==> config.mk <==
export PLATFORM = sky130hd
export DESIGN_NAME = pitch_score_reader
export DESIGN_NICKNAME = d
export VERILOG_FILES = /design/src/rtl/pitch_score_reader.sv
export SDC_FILE = /design/constraint.sdc
export NUM_CORES = 1
export LEC_CHECK = 0
export BUFFER_PORTS_ARGS = -buffer_cell sky130_fd_sc_hd__buf_2
export CORE_MARGIN = 5
export CORE_UTILIZATION = 60
export CTS_BUF_LIST = sky130_fd_sc_hd__clkbuf_8
export DETAILED_ROUTE_END_ITERATION = 8
export MAX_ROUTING_LAYER = met4
export PLACE_DENSITY = 0.81
export RECOVER_POWER = 25
export SLEW_MARGIN = 20
export SYNTH_ARGS = -nofsm -noshare
export SYNTH_HDL_FRONTEND = slang
export SYNTH_SLANG_ARGS = --single-unit
==> constraint.sdc <==
create_clock -name clk -period 6.3 [get_ports clk]
set_input_delay 0.315 -clock clk [delete_from_list [all_inputs] [get_ports clk]]
set_output_delay 0.315 -clock clk [all_outputs]
set_load 0.005 [all_outputs]
==> src/rtl/pitch_score_reader.sv <==
// Pops song/reference pitch FIFOs in lockstep, scores each pair for closeness (0..15)
// and publishes the truncated mean over a 2^WINDOW_LOG2 pair window.
module pitch_score_reader #(
  parameter int TOL_HZ      = 4,
  parameter int STEP_SHIFT  = 2,
  parameter int WINDOW_LOG2 = 4
) (
  input  logic        clk,
  input  logic        rst,
  input  logic        score_en,
  input  logic        song_empty,
  input  logic [14:0] song_dout,
  input  logic        song_valid,
  output logic        song_rd_en,
  input  logic        ref_empty,
  input  logic [14:0] ref_dout,
  input  logic        ref_valid,
  output logic        ref_rd_en,
  output logic [3:0]  sample_score,
  output logic [3:0]  score_avg,
  output logic        score_ready,
  output logic        sync_err
);

  localparam int SUM_W = 4 + WINDOW_LOG2;

  typedef enum logic [2:0] {IDLE, FETCH, CAPTURE, ACCUM, PUBLISH} state_t;

  state_t                 state, state_next;
  logic [14:0]            song_q, ref_q;
  logic                   got_song, got_ref;
  logic [1:0]             cap_cnt;
  logic [SUM_W-1:0]       sum, sum_next;
  logic [WINDOW_LOG2-1:0] cnt;
  logic                   pair_done, cap_timeout;
  logic [14:0]            diff, pen;
  logic [3:0]             score;

  assign pair_done   = (got_song | song_valid) & (got_ref | ref_valid);
  assign cap_timeout = (cap_cnt == 2'd3);
  assign sum_next    = sum + {{WINDOW_LOG2{1'b0}}, score};

  always_ff @(posedge clk or posedge rst) begin
    if (rst) state <= IDLE;
    else     state <= state_next;
  end

  always_comb begin
    state_next = state;
    unique case (state)
      IDLE:    if (score_en && !song_empty && !ref_empty) state_next = FETCH;
      FETCH:   state_next = CAPTURE;
      CAPTURE: begin
        if (pair_done)        state_next = ACCUM;
        else if (cap_timeout) state_next = IDLE;
      end
      ACCUM:   state_next = (cnt == '1) ? PUBLISH : IDLE;
      PUBLISH: state_next = IDLE;
      default: state_next = IDLE;
    endcase
  end

  always_comb begin
    song_rd_en  = (state == FETCH);
    ref_rd_en   = (state == FETCH);
    score_ready = (state == PUBLISH);
  end

  // Silence overrides the tolerance ladder: 0/0 is a match, a lone 0 is a miss.
  always_comb begin
    diff = (song_q >= ref_q) ? (song_q - ref_q) : (ref_q - song_q);
    pen  = (diff - 15'(TOL_HZ)) >> STEP_SHIFT;
    if ((song_q == '0) || (ref_q == '0))
      score = (song_q == ref_q) ? 4'd15 : 4'd0;
    else if (diff <= 15'(TOL_HZ))
      score = 4'd15;
    else if (pen >= 15'd15)
      score = 4'd0;
    else
      score = 4'd15 - pen[3:0];
  end

  always_ff @(posedge clk or posedge rst) begin
    if (rst) begin
      song_q       <= '0;
      ref_q        <= '0;
      got_song     <= 1'b0;
      got_ref      <= 1'b0;
      cap_cnt      <= '0;
      sum          <= '0;
      cnt          <= '0;
      sample_score <= '0;
      score_avg    <= '0;
      sync_err     <= 1'b0;
    end else begin
      unique case (state)
        FETCH: begin
          got_song <= 1'b0;
          got_ref  <= 1'b0;
          cap_cnt  <= '0;
        end
        CAPTURE: begin
          if (song_valid && !got_song) begin
            song_q   <= song_dout;
            got_song <= 1'b1;
          end
          if (ref_valid && !got_ref) begin
            ref_q   <= ref_dout;
            got_ref <= 1'b1;
          end
          cap_cnt <= cap_cnt + 2'd1;
          if (!pair_done && cap_timeout) sync_err <= 1'b1;
        end
        ACCUM: begin
          sample_score <= score;
          sum          <= sum_next;
          cnt          <= cnt + 1'b1;
          // Average is loaded on the edge entering PUBLISH so it appears together with score_ready.
          if (cnt == '1) score_avg <= sum_next[WINDOW_LOG2 +: 4];
        end
        PUBLISH: begin
          sum <= '0;
          cnt <= '0;
        end
        default: ;
      endcase
    end
  end

endmodule

==> metrics, run 1 <==
Startpoint Class=flop; Worst Hold Endpoint=song_q[12]$_DFFE_PP0P_; antenna-violating nets left=0; Antenna diodes=0; Sequential cell area=roughly 1500 um^2; syn_nets=between 500 and 600; via count=just under 4000; die width=~97 um; CTS Buf Count=9; CTS tree=done; kind of end point of the critical path=flop; Hold-fix buffers, CTS=0; reg2reg path depth=23; number of synthesized register bits=58; internal reg-to-reg setup slack=0.81 ns; RSZ-0062 raised after global routing=false; share of cells above drive strength 1=between 20% and 30%; vias in the first global route=approximately 3800; Longest Clk Path Bufs=2; DRC violations left=0; Final Setup Violations=0; Initial Util=between 60% and 70%; multi-input logic area=2850 um^2; Required @ worst endpoint=6.51 ns; Primary FF master, synth=dfrtp_1; # port buffers=48; die extent in y=97.2 um; I/O pins=between 40 and 50; vias per cell=about 6.2; Yosys cell types=65; failing checks=capacitance limit, slew limit; DP HPWL=approximately 8.5 mm; top-count cell post-synth=dfrtp_1; Setup TNS Final=0 ns; Seq/Total Area, Yosys=between 30% and 40%; first-pass GRT wire length=18.8 mm; largest net degree at the start of global routing=roughly 60; WHS Path Cells=2; Max-Cap Viols=1; Worst R2R Start=song_q[4]$_DFFE_PP0P_; gr ovfl total=0; htree depth=3; core area=about 7300 um^2; Max Slew Vio Count=59; fill cell count=slightly below 600; Synth area leader=dfrtp_1; GRT Total Usage=around 25%; FMAX=0.182 GHz; status=finished, violations left; Post-CTS Setup Repair Bufs=0; top cells by count, synth=dfrtp_1, nand2_1, ha_1, inv_1, a21oi_1; class of the worst hold path=input port to flop; Final Cycle Share=between 80% and 90%; min cycle time layout=between 5 and 6 ns; drt first pass iters=6; initial antenna violation count=0; RD Place Congestion=approximately 0.9; Async SR Flop Fraction=100%; Ys Warns=0; top-area cell type share of the netlist area=31.8%; Worst EP arrival=5.71 ns; top post-synthesis cells by area=dfrtp_1, ha_1, mux2_2, a21oi_1, nand2_1; Post-synth EDFFs=0; Nets=around 620; Final Hold Fails=0; worst skew pair latency=approximately 0.34 ns; worst-path fanout max=24; measured slew at the worst slew-check pin=between 3 and 4 ns; # rows=31; Slew headroom=-102%; CTS resizes=0; Hold Crit Start=song_dout[12]; 1st-iter DRT viols=about 290; r2r endpoint=sum[7]$_DFFE_PP0P_; CTS sink cnt=slightly below 60; die area=9440 um^2; WL/cell=~18 um; final WL=between 10 and 15 mm; clk_skew=around 0.011 ns; Synth Instances=roughly 500; Area growth, synth to finish=9.47%; syn_area_per_cell=slightly above 9 um^2; register clock-pin slew on the reported worst setup and hold paths=around 0.08 ns; Setup CP Type=flop to flop; Mapped Area=4560 um^2; Root Driver=clkbuf_8
-- registers in the layout (all words and copies together) (netlist names), 2 cells and up --
name,flops
score_avg,4
song_q,15
sum,8
cnt,4
sample_score,4
ref_q,15
state,3
cap_cnt,2
-- cells by family (layout without fill, tap and decap cells) --
group,after synthesis,in the layout,synth area share (%)
AND/OR/NAND/NOR,151,151,17.9
AO/OA/AOI/OAI,124,124,18.5
buffers and inverters,60,103,5.65
flip-flops,58,58,31.8
multiplexers,42,42,10.1
adder cells (fa/ha/maj),39,39,10.9
XOR/XNOR,27,27,5.19
-- worst max-delay path, cell delays in order (launching register included) --
cell,delay (ns)
dfrtp_1,0.42
inv_1,0.06
ha_1,0.67
nand4_2,0.36
nor4b_4,0.37
a2111oi_4,0.11
nand3_4,0.29
mux2i_1,0.26
xnor2_1,0.22
ha_1,0.31
or3_1,0.34
o21ai_0,0.14
nand2_1,0.09
nand4_2,0.17
o21ai_0,0.17
ha_1,0.36
a21oi_1,0.07
nand2_1,0.09
a21oi_1,0.07
nor2b_1,0.26
nand3_1,0.19
a21o_1,0.21
nand2_1,0.06
o31ai_1,0.07
-- stage by stage --
stage	instance area [um^2]	hold slack, ns	instances	setup slack, ns	utilization (%)
final	4990	0.196	643	0.806	68.1
after detailed placement	4820	0.453	627	0.921	65.7
after CTS	5000	0.189	643	0.871	68.2
after global routing	4990	0.192	643	0.350	68.1
after global placement	4820	0.449	627	1.11	65.7
after floorplan	4560	0.446	501	1.40	-
-- placed cells by master, fill, tap and decap left out, drive strengths merged, types with 5 or more instances in the layout --
| cell type | instances |
|---|---|
| a21oi | 33 |
| a22o | 5 |
| a31oi | 6 |
| and2 | 5 |
| buf | 48 |
| clkbuf | 11 |
| dfrtp | 58 |
| ha | 38 |
| inv | 39 |
| mux2 | 32 |
| mux2i | 10 |
| nand2 | 43 |
| nand2b | 5 |
| nand3 | 12 |
| nand4 | 10 |
| nor2 | 30 |
| nor2b | 5 |
| nor3 | 10 |
| nor4 | 11 |
| o21ai | 29 |
| or2 | 5 |
| xnor2 | 18 |
| xor2 | 9 |
-- area by class of cell --
type	count	area share, %
Clock buffer	10	2.76
Tap cell	99	2.48
Inverter	38	2.86
Multi-Input combinational cell	383	57.1
Sequential cell	58	29.1
Clock inverter	6	0.827
Timing Repair Buffer	49	4.89
-- routing by layer --
layer  vias to the layer above  track usage (%)  part of all wire, %
li1                       1888                -                    -
met1                      1924             33.3                   47
met4                         0             7.02                  2.0
met2                       122             38.4                   46
met5                         -                -                    0
met3                        22             4.74                  5.0
-- worst max-delay path by stage --
stage                           startpoint                  to  slack [ns]  cells after the start
floorplan            song_q[8]$_DFFE_PP0P_  sum[7]$_DFFE_PP0P_        1.40                     27
global placement    song_q[10]$_DFFE_PP0P_  sum[7]$_DFFE_PP0P_        1.11                     24
detailed placement   song_q[4]$_DFFE_PP0P_  sum[7]$_DFFE_PP0P_        0.92                     23
CTS                  song_q[4]$_DFFE_PP0P_  sum[7]$_DFFE_PP0P_        0.87                     24
global route         song_q[4]$_DFFE_PP0P_  sum[7]$_DFFE_PP0P_        0.35                     24
finish               song_q[4]$_DFFE_PP0P_  sum[7]$_DFFE_PP0P_        0.81                     23
Power of run 1 is not shown: default switching activity piles up to over one toggle a cycle in this logic, so the estimate is an artifact.
==> inputs of run 2 (changes only) <==
--- a/config.mk
+++ b/config.mk
@@ -6,12 +6,12 @@
 export NUM_CORES = 1
 export LEC_CHECK = 0
 export BUFFER_PORTS_ARGS = -buffer_cell sky130_fd_sc_hd__buf_2
+export CAP_MARGIN = 40
 export CORE_MARGIN = 5
-export CORE_UTILIZATION = 60
+export CORE_UTILIZATION = 25
 export CTS_BUF_LIST = sky130_fd_sc_hd__clkbuf_8
 export DETAILED_ROUTE_END_ITERATION = 8
 export MAX_ROUTING_LAYER = met4
-export PLACE_DENSITY = 0.81
 export RECOVER_POWER = 25
 export SLEW_MARGIN = 20
 export SYNTH_ARGS = -nofsm -noshare
==> metrics, run 2 (synthesized netlist as in run 1, its figures left out) <==
status=finished, violations left; failing checks=capacitance limit, slew limit; Nets=a little over 600; Max Slew Vio Count=46; via count=~3800; Final Setup Violations=0; Setup TNS Final=0 ns; die extent in y=about 150 um; htree depth=3; internal reg-to-reg setup slack=~0.85 ns; CTS sink cnt=58; Crit path largest cell delay=0.64 ns; DP HPWL=a little under 9 mm; initial antenna violation count=0; grt met2 use=approximately 16%; Area growth, synth to finish=14.6%; I/O pins=49; min cycle time layout=5.45 ns; 1st-iter DRT viols=between 200 and 300; FMAX=roughly 0.18 GHz; Worst Setup SP=song_q[4]$_DFFE_PP0P_; Crit path depth=23; Root Driver=clkbuf_8; vias per cell=4.90; Slew headroom=-60.5%; # rows=49; Worst R2R Start=song_q[4]$_DFFE_PP0P_; fill cell count=about 1900; # port buffers=48; CP delay by family, top=simple AND/OR/NAND/NOR gates; met1 Usage GRT=around 15%; commonest non-fill, non-tap cell in the layout=dfrtp_1; clk_skew=0.0110 ns; DRC violations left=0; antenna-violating nets left=0; reg2reg path depth=23; worst path cell trace=inv_1, ha_1, nand4_2, nor4b_4, a2111oi_4, nand3_4, mux2i_1, xnor2_1, ha_1, or3_1, o21ai_0, nand2_1, nand4_2, o21ai_0, ha_1, a21oi_1, nand2_1, a21oi_1, nor2b_1, nand3_1, a21o_1, nand2_1, o31ai_1; gr ovfl total=0; r2r endpoint=sum[7]$_DFFE_PP0P_; Max-Cap Viols=1; RSZ-0062 raised after global routing=false; final WL=~11 mm; Initial Util=25.4%; worst skew pair latency=roughly 0.34 ns; CTS Buf Count=9; Final Cycle Share=between 80 and 90%; share of cells above drive strength 1=between 20% and 30%; Final Hold Fails=0; first-pass GRT wire length=18.8 mm; register clock-pin slew on the reported worst setup and hold paths=~0.070 ns; WL/cell=~14 um; GR Util met3=roughly 1.8%; most frequent cells in the layout=dfrtp_1, buf_2, nand2_1; measured slew at the worst slew-check pin=~2.4 ns; Worst EP arrival=~5.7 ns; Antenna diodes=0; worst-path fanout max=24; Setup CP Type=flop to flop; drt first pass iters=5; gr busiest metal=met2; die width=between 100 and 150 um; Worst Setup EP=sum[7]$_DFFE_PP0P_; core area=around 18000 um^2; kind of end point of the critical path=flop; vias in the first global route=between 3000 and 4000; WP buf/inv=1; RD Place Congestion=0.886; largest net degree at the start of global routing=approximately 60; Startpoint Class=flop; Slowest-stage cell, CP=ha_1; class of the worst hold path=input port to flop; die area=21000 um^2; CTS tree=done; GRT Total Usage=a little over a tenth; Required @ worst endpoint=~6.5 ns; Longest Clk Path Bufs=2; Largest regs=ref_q (15), song_q (15), sum (8)
run 2: cell types whose count changed in the layout (fill, tap and decap cells not counted), sizes merged:
cell	delta
buf	+3
clkbuf	+2
bufinv	+1
clkinvlp	-1
dlygate4sd3	+1
inv	-1
run 2: worst min path at each step:
stage                         start                     to  slack [ns]  cells past startpoint
5_1_grt                 ref_dout[9]   ref_q[9]$_DFFE_PP0P_        0.18                      2
3_3_place_gp   sync_err$_DFFE_PP0P_   sync_err$_DFFE_PP0P_        0.46                      1
6_report               song_dout[6]  song_q[6]$_DFFE_PP0P_        0.20                      2
4_1_cts                song_dout[6]  song_q[6]$_DFFE_PP0P_        0.18                      2
3_5_place_dp   sync_err$_DFFE_PP0P_   sync_err$_DFFE_PP0P_        0.46                      1
2_1_floorplan    cnt[3]$_DFFE_PP0P_     cnt[3]$_DFFE_PP0P_        0.45                      1
run 2: repair_timing:
action,4_1_cts,5_1_grt
hold endpoints to repair,0,13
setup buffers,0,0
hold buffers,0,1
gates resized for setup,0,0
run 2: metrics by stage:
step | std cells | instance area (um^2) | setup WS [ns] | hold slack [ns] | utilization, %
final | 778 | 5230 | 0.846 | 0.203 | 29.1
after global routing | 778 | 5230 | 0.372 | 0.181 | 29.1
after floorplan | 501 | 4560 | 1.40 | 0.446 | -
after detailed placement | 760 | 5010 | 0.922 | 0.461 | 27.9
after global placement | 758 | 4990 | 0.957 | 0.455 | 27.8
after CTS | 776 | 5220 | 0.896 | 0.181 | 29.0
run 2: per-layer routing:
metal / up-vias / share of wire [%]
li1: 1897 / -
met1: 1799 / 48
met2: 101 / 46
met3: 13 / 3.8
met4: 0 / 1.8
met5: - / 0
run 2: layout make-up:
class / count / area (um^2) / area share (%)
multi-input cells: 383 / 2850 / 54.6
flip-flops and latches: 58 / 1450 / 27.8
well taps: 229 / 287 / 5.48
inverters: 38 / 143 / 2.73
clock buffers: 11 / 151 / 2.90
clock inverters: 5 / 53.8 / 1.03
repair buffers: 54 / 288 / 5.51
run 2: worst register-to-register path, stage by stage, from the launching register on:
cell,delay (ns)
dfrtp_1,0.39
inv_1,0.06
ha_1,0.64
nand4_2,0.35
nor4b_4,0.37
a2111oi_4,0.11
nand3_4,0.29
mux2i_1,0.26
xnor2_1,0.22
ha_1,0.31
or3_1,0.33
o21ai_0,0.15
nand2_1,0.10
nand4_2,0.17
o21ai_0,0.17
ha_1,0.37
a21oi_1,0.07
nand2_1,0.10
a21oi_1,0.08
nor2b_1,0.28
nand3_1,0.19
a21o_1,0.21
nand2_1,0.06
o31ai_1,0.06
Power of run 2 is left out for the same reason.
==> inputs of run 3 (changes only) <==
--- a/config.mk
+++ b/config.mk
@@ -9,7 +9,6 @@
 export CAP_MARGIN = 40
 export CORE_MARGIN = 5
 export CORE_UTILIZATION = 25
-export CTS_BUF_LIST = sky130_fd_sc_hd__clkbuf_8
 export DETAILED_ROUTE_END_ITERATION = 8
 export MAX_ROUTING_LAYER = met4
 export RECOVER_POWER = 25
==> metrics, run 3 (synthesized netlist as in run 1, its figures left out) <==
WHS Path Cells=2; Hold-fix buffers, CTS=0; Hold WS=~0.21 ns; Final Hold Fails=0; DRC violations left=0; Root Driver=clkbuf_16; gr ovfl total=0; gr busiest metal=met2; share of cells above drive strength 1=a little over a fifth; DP HPWL=about 8.8 mm; Max Slew Vio Count=46; RSZ-0062 raised after global routing=false; Worst EP arrival=approximately 5.7 ns; die width=around 150 um; core area=approximately 18000 um^2; vias per cell=between 4 and 5; die area=approximately 21000 um^2; first-pass GRT wire length=roughly 19 mm; vias in the first global route=3718; die extent in y=145 um; failing checks=capacitance limit, slew limit; Non-Filler Instances=~780; r2r endpoint=sum[7]$_DFFE_PP0P_; Worst Hold Endpoint=ref_q[9]$_DFFE_PP0P_; worst skew pair latency=0.33 ns; Antenna diodes=0; # placed instances=760; largest net degree at the start of global routing=between 50 and 60; Final Setup Violations=0; antenna-violating nets left=0; met1 Usage GRT=15.0%; class of the worst hold path=input port to flop; internal reg-to-reg setup slack=0.86 ns; GRT Total Usage=11.0%; Worst R2R Start=song_q[4]$_DFFE_PP0P_; RD Place Congestion=a little under 0.9; WL/cell=14.5 um; min cycle time layout=5.44 ns; Largest regs=ref_q (15), song_q (15), sum (8); CTS sink cnt=58; htree depth=3; FMAX=between 0.15 and 0.2 GHz; CTS tree=done; Setup TNS Final=0 ns; status=finished, violations left; Nets=620; Required @ worst endpoint=6.51 ns; worst-path fanout max=24; Slew headroom=-60.0%; most frequent cells in the layout=dfrtp_1, buf_2, nand2_1; via count=between 3000 and 4000; final WL=between 10 and 15 mm; commonest non-fill, non-tap cell in the layout=dfrtp_1; CTS resizes=0; clk_skew=around 0.0085 ns; measured slew at the worst slew-check pin=roughly 2.4 ns; Max-Cap Viols=1; reg2reg path depth=23; Post-CTS Setup Repair Bufs=0; Longest Clk Path Bufs=2; I/O pins=between 40 and 50; # rows=49; 1st-iter DRT viols=about 250; Area growth, synth to finish=16.8%; Hold Crit Start=ref_dout[9]; # port buffers=48; Startpoint Class=flop; register clock-pin slew on the reported worst setup and hold paths=0.06 ns; Final Cycle Share=between 80% and 90%; grt met2 use=between 10% and 20%; Setup CP Type=flop to flop; GR Util met3=under 10%; kind of end point of the critical path=flop; fill cell count=roughly 1900; CTS Buf Count=9; Initial Util=between 20% and 30%; initial antenna violation count=0; drt first pass iters=4
==> run 3: cell count changes in the layout (fill, tap and decap cells not counted), sizes merged <==
| cell | before | now |
|---|---|---|
| inv | 38 | 37 |
| clkbuf | 13 | 14 |
==> run 3: per-stage QoR <==
stage          setup WS, ns  cell area, um^2  util, %
3_3_place_gp          0.957             4990     27.8
6_report              0.860             5330     29.7
5_1_grt               0.371             5330     29.7
3_5_place_dp          0.922             5010     27.9
2_1_floorplan          1.40             4560        -
4_1_cts               0.894             5320     29.6
==> run 3: critical path, cell delays in order, from the launching register on <==
cell,delay (ns)
dfrtp_1,0.38
inv_1,0.06
ha_1,0.64
nand4_2,0.35
nor4b_4,0.37
a2111oi_4,0.11
nand3_4,0.29
mux2i_1,0.25
xnor2_1,0.22
ha_1,0.31
or3_1,0.33
o21ai_0,0.15
nand2_1,0.10
nand4_2,0.17
o21ai_0,0.17
ha_1,0.37
a21oi_1,0.07
nand2_1,0.10
a21oi_1,0.08
nor2b_1,0.27
nand3_1,0.19
a21o_1,0.21
nand2_1,0.06
o31ai_1,0.06
==> run 3: area by class of cell <==
class                           instances  area (um^2)  area share, %
Timing Repair Buffer                   54          288           5.40
Clock buffer                           12          256           4.82
Clock inverter                          4         50.0          0.940
Tap cell                              229          287           5.38
Inverter                               38          143           2.68
Multi-Input combinational cell        383         2850           53.5
Sequential cell                        58         1450           27.2
==> run 3: how the worst max path moves through the flow <==
stage | startpoint | endpoint | slack (ns) | cells after the start
floorplan | song_q[8]$_DFFE_PP0P_ | sum[7]$_DFFE_PP0P_ | 1.40 | 27
finish | song_q[4]$_DFFE_PP0P_ | sum[7]$_DFFE_PP0P_ | 0.86 | 23
CTS | song_q[4]$_DFFE_PP0P_ | sum[7]$_DFFE_PP0P_ | 0.89 | 23
global route | song_q[4]$_DFFE_PP0P_ | sum[7]$_DFFE_PP0P_ | 0.37 | 23
global placement | song_q[4]$_DFFE_PP0P_ | sum[7]$_DFFE_PP0P_ | 0.96 | 23
detailed placement | song_q[4]$_DFFE_PP0P_ | sum[7]$_DFFE_PP0P_ | 0.92 | 23
==> run 3: metal layers <==
| metal | up-vias | part of all wire, % |
|---|---|---|
| met2 | 92 | 46 |
| met1 | 1808 | 49 |
| li1 | 1889 | - |
| met5 | - | 0 |
| met4 | 0 | 1.4 |
| met3 | 10 | 3.4 |
Power of run 3 is left out for the same reason.
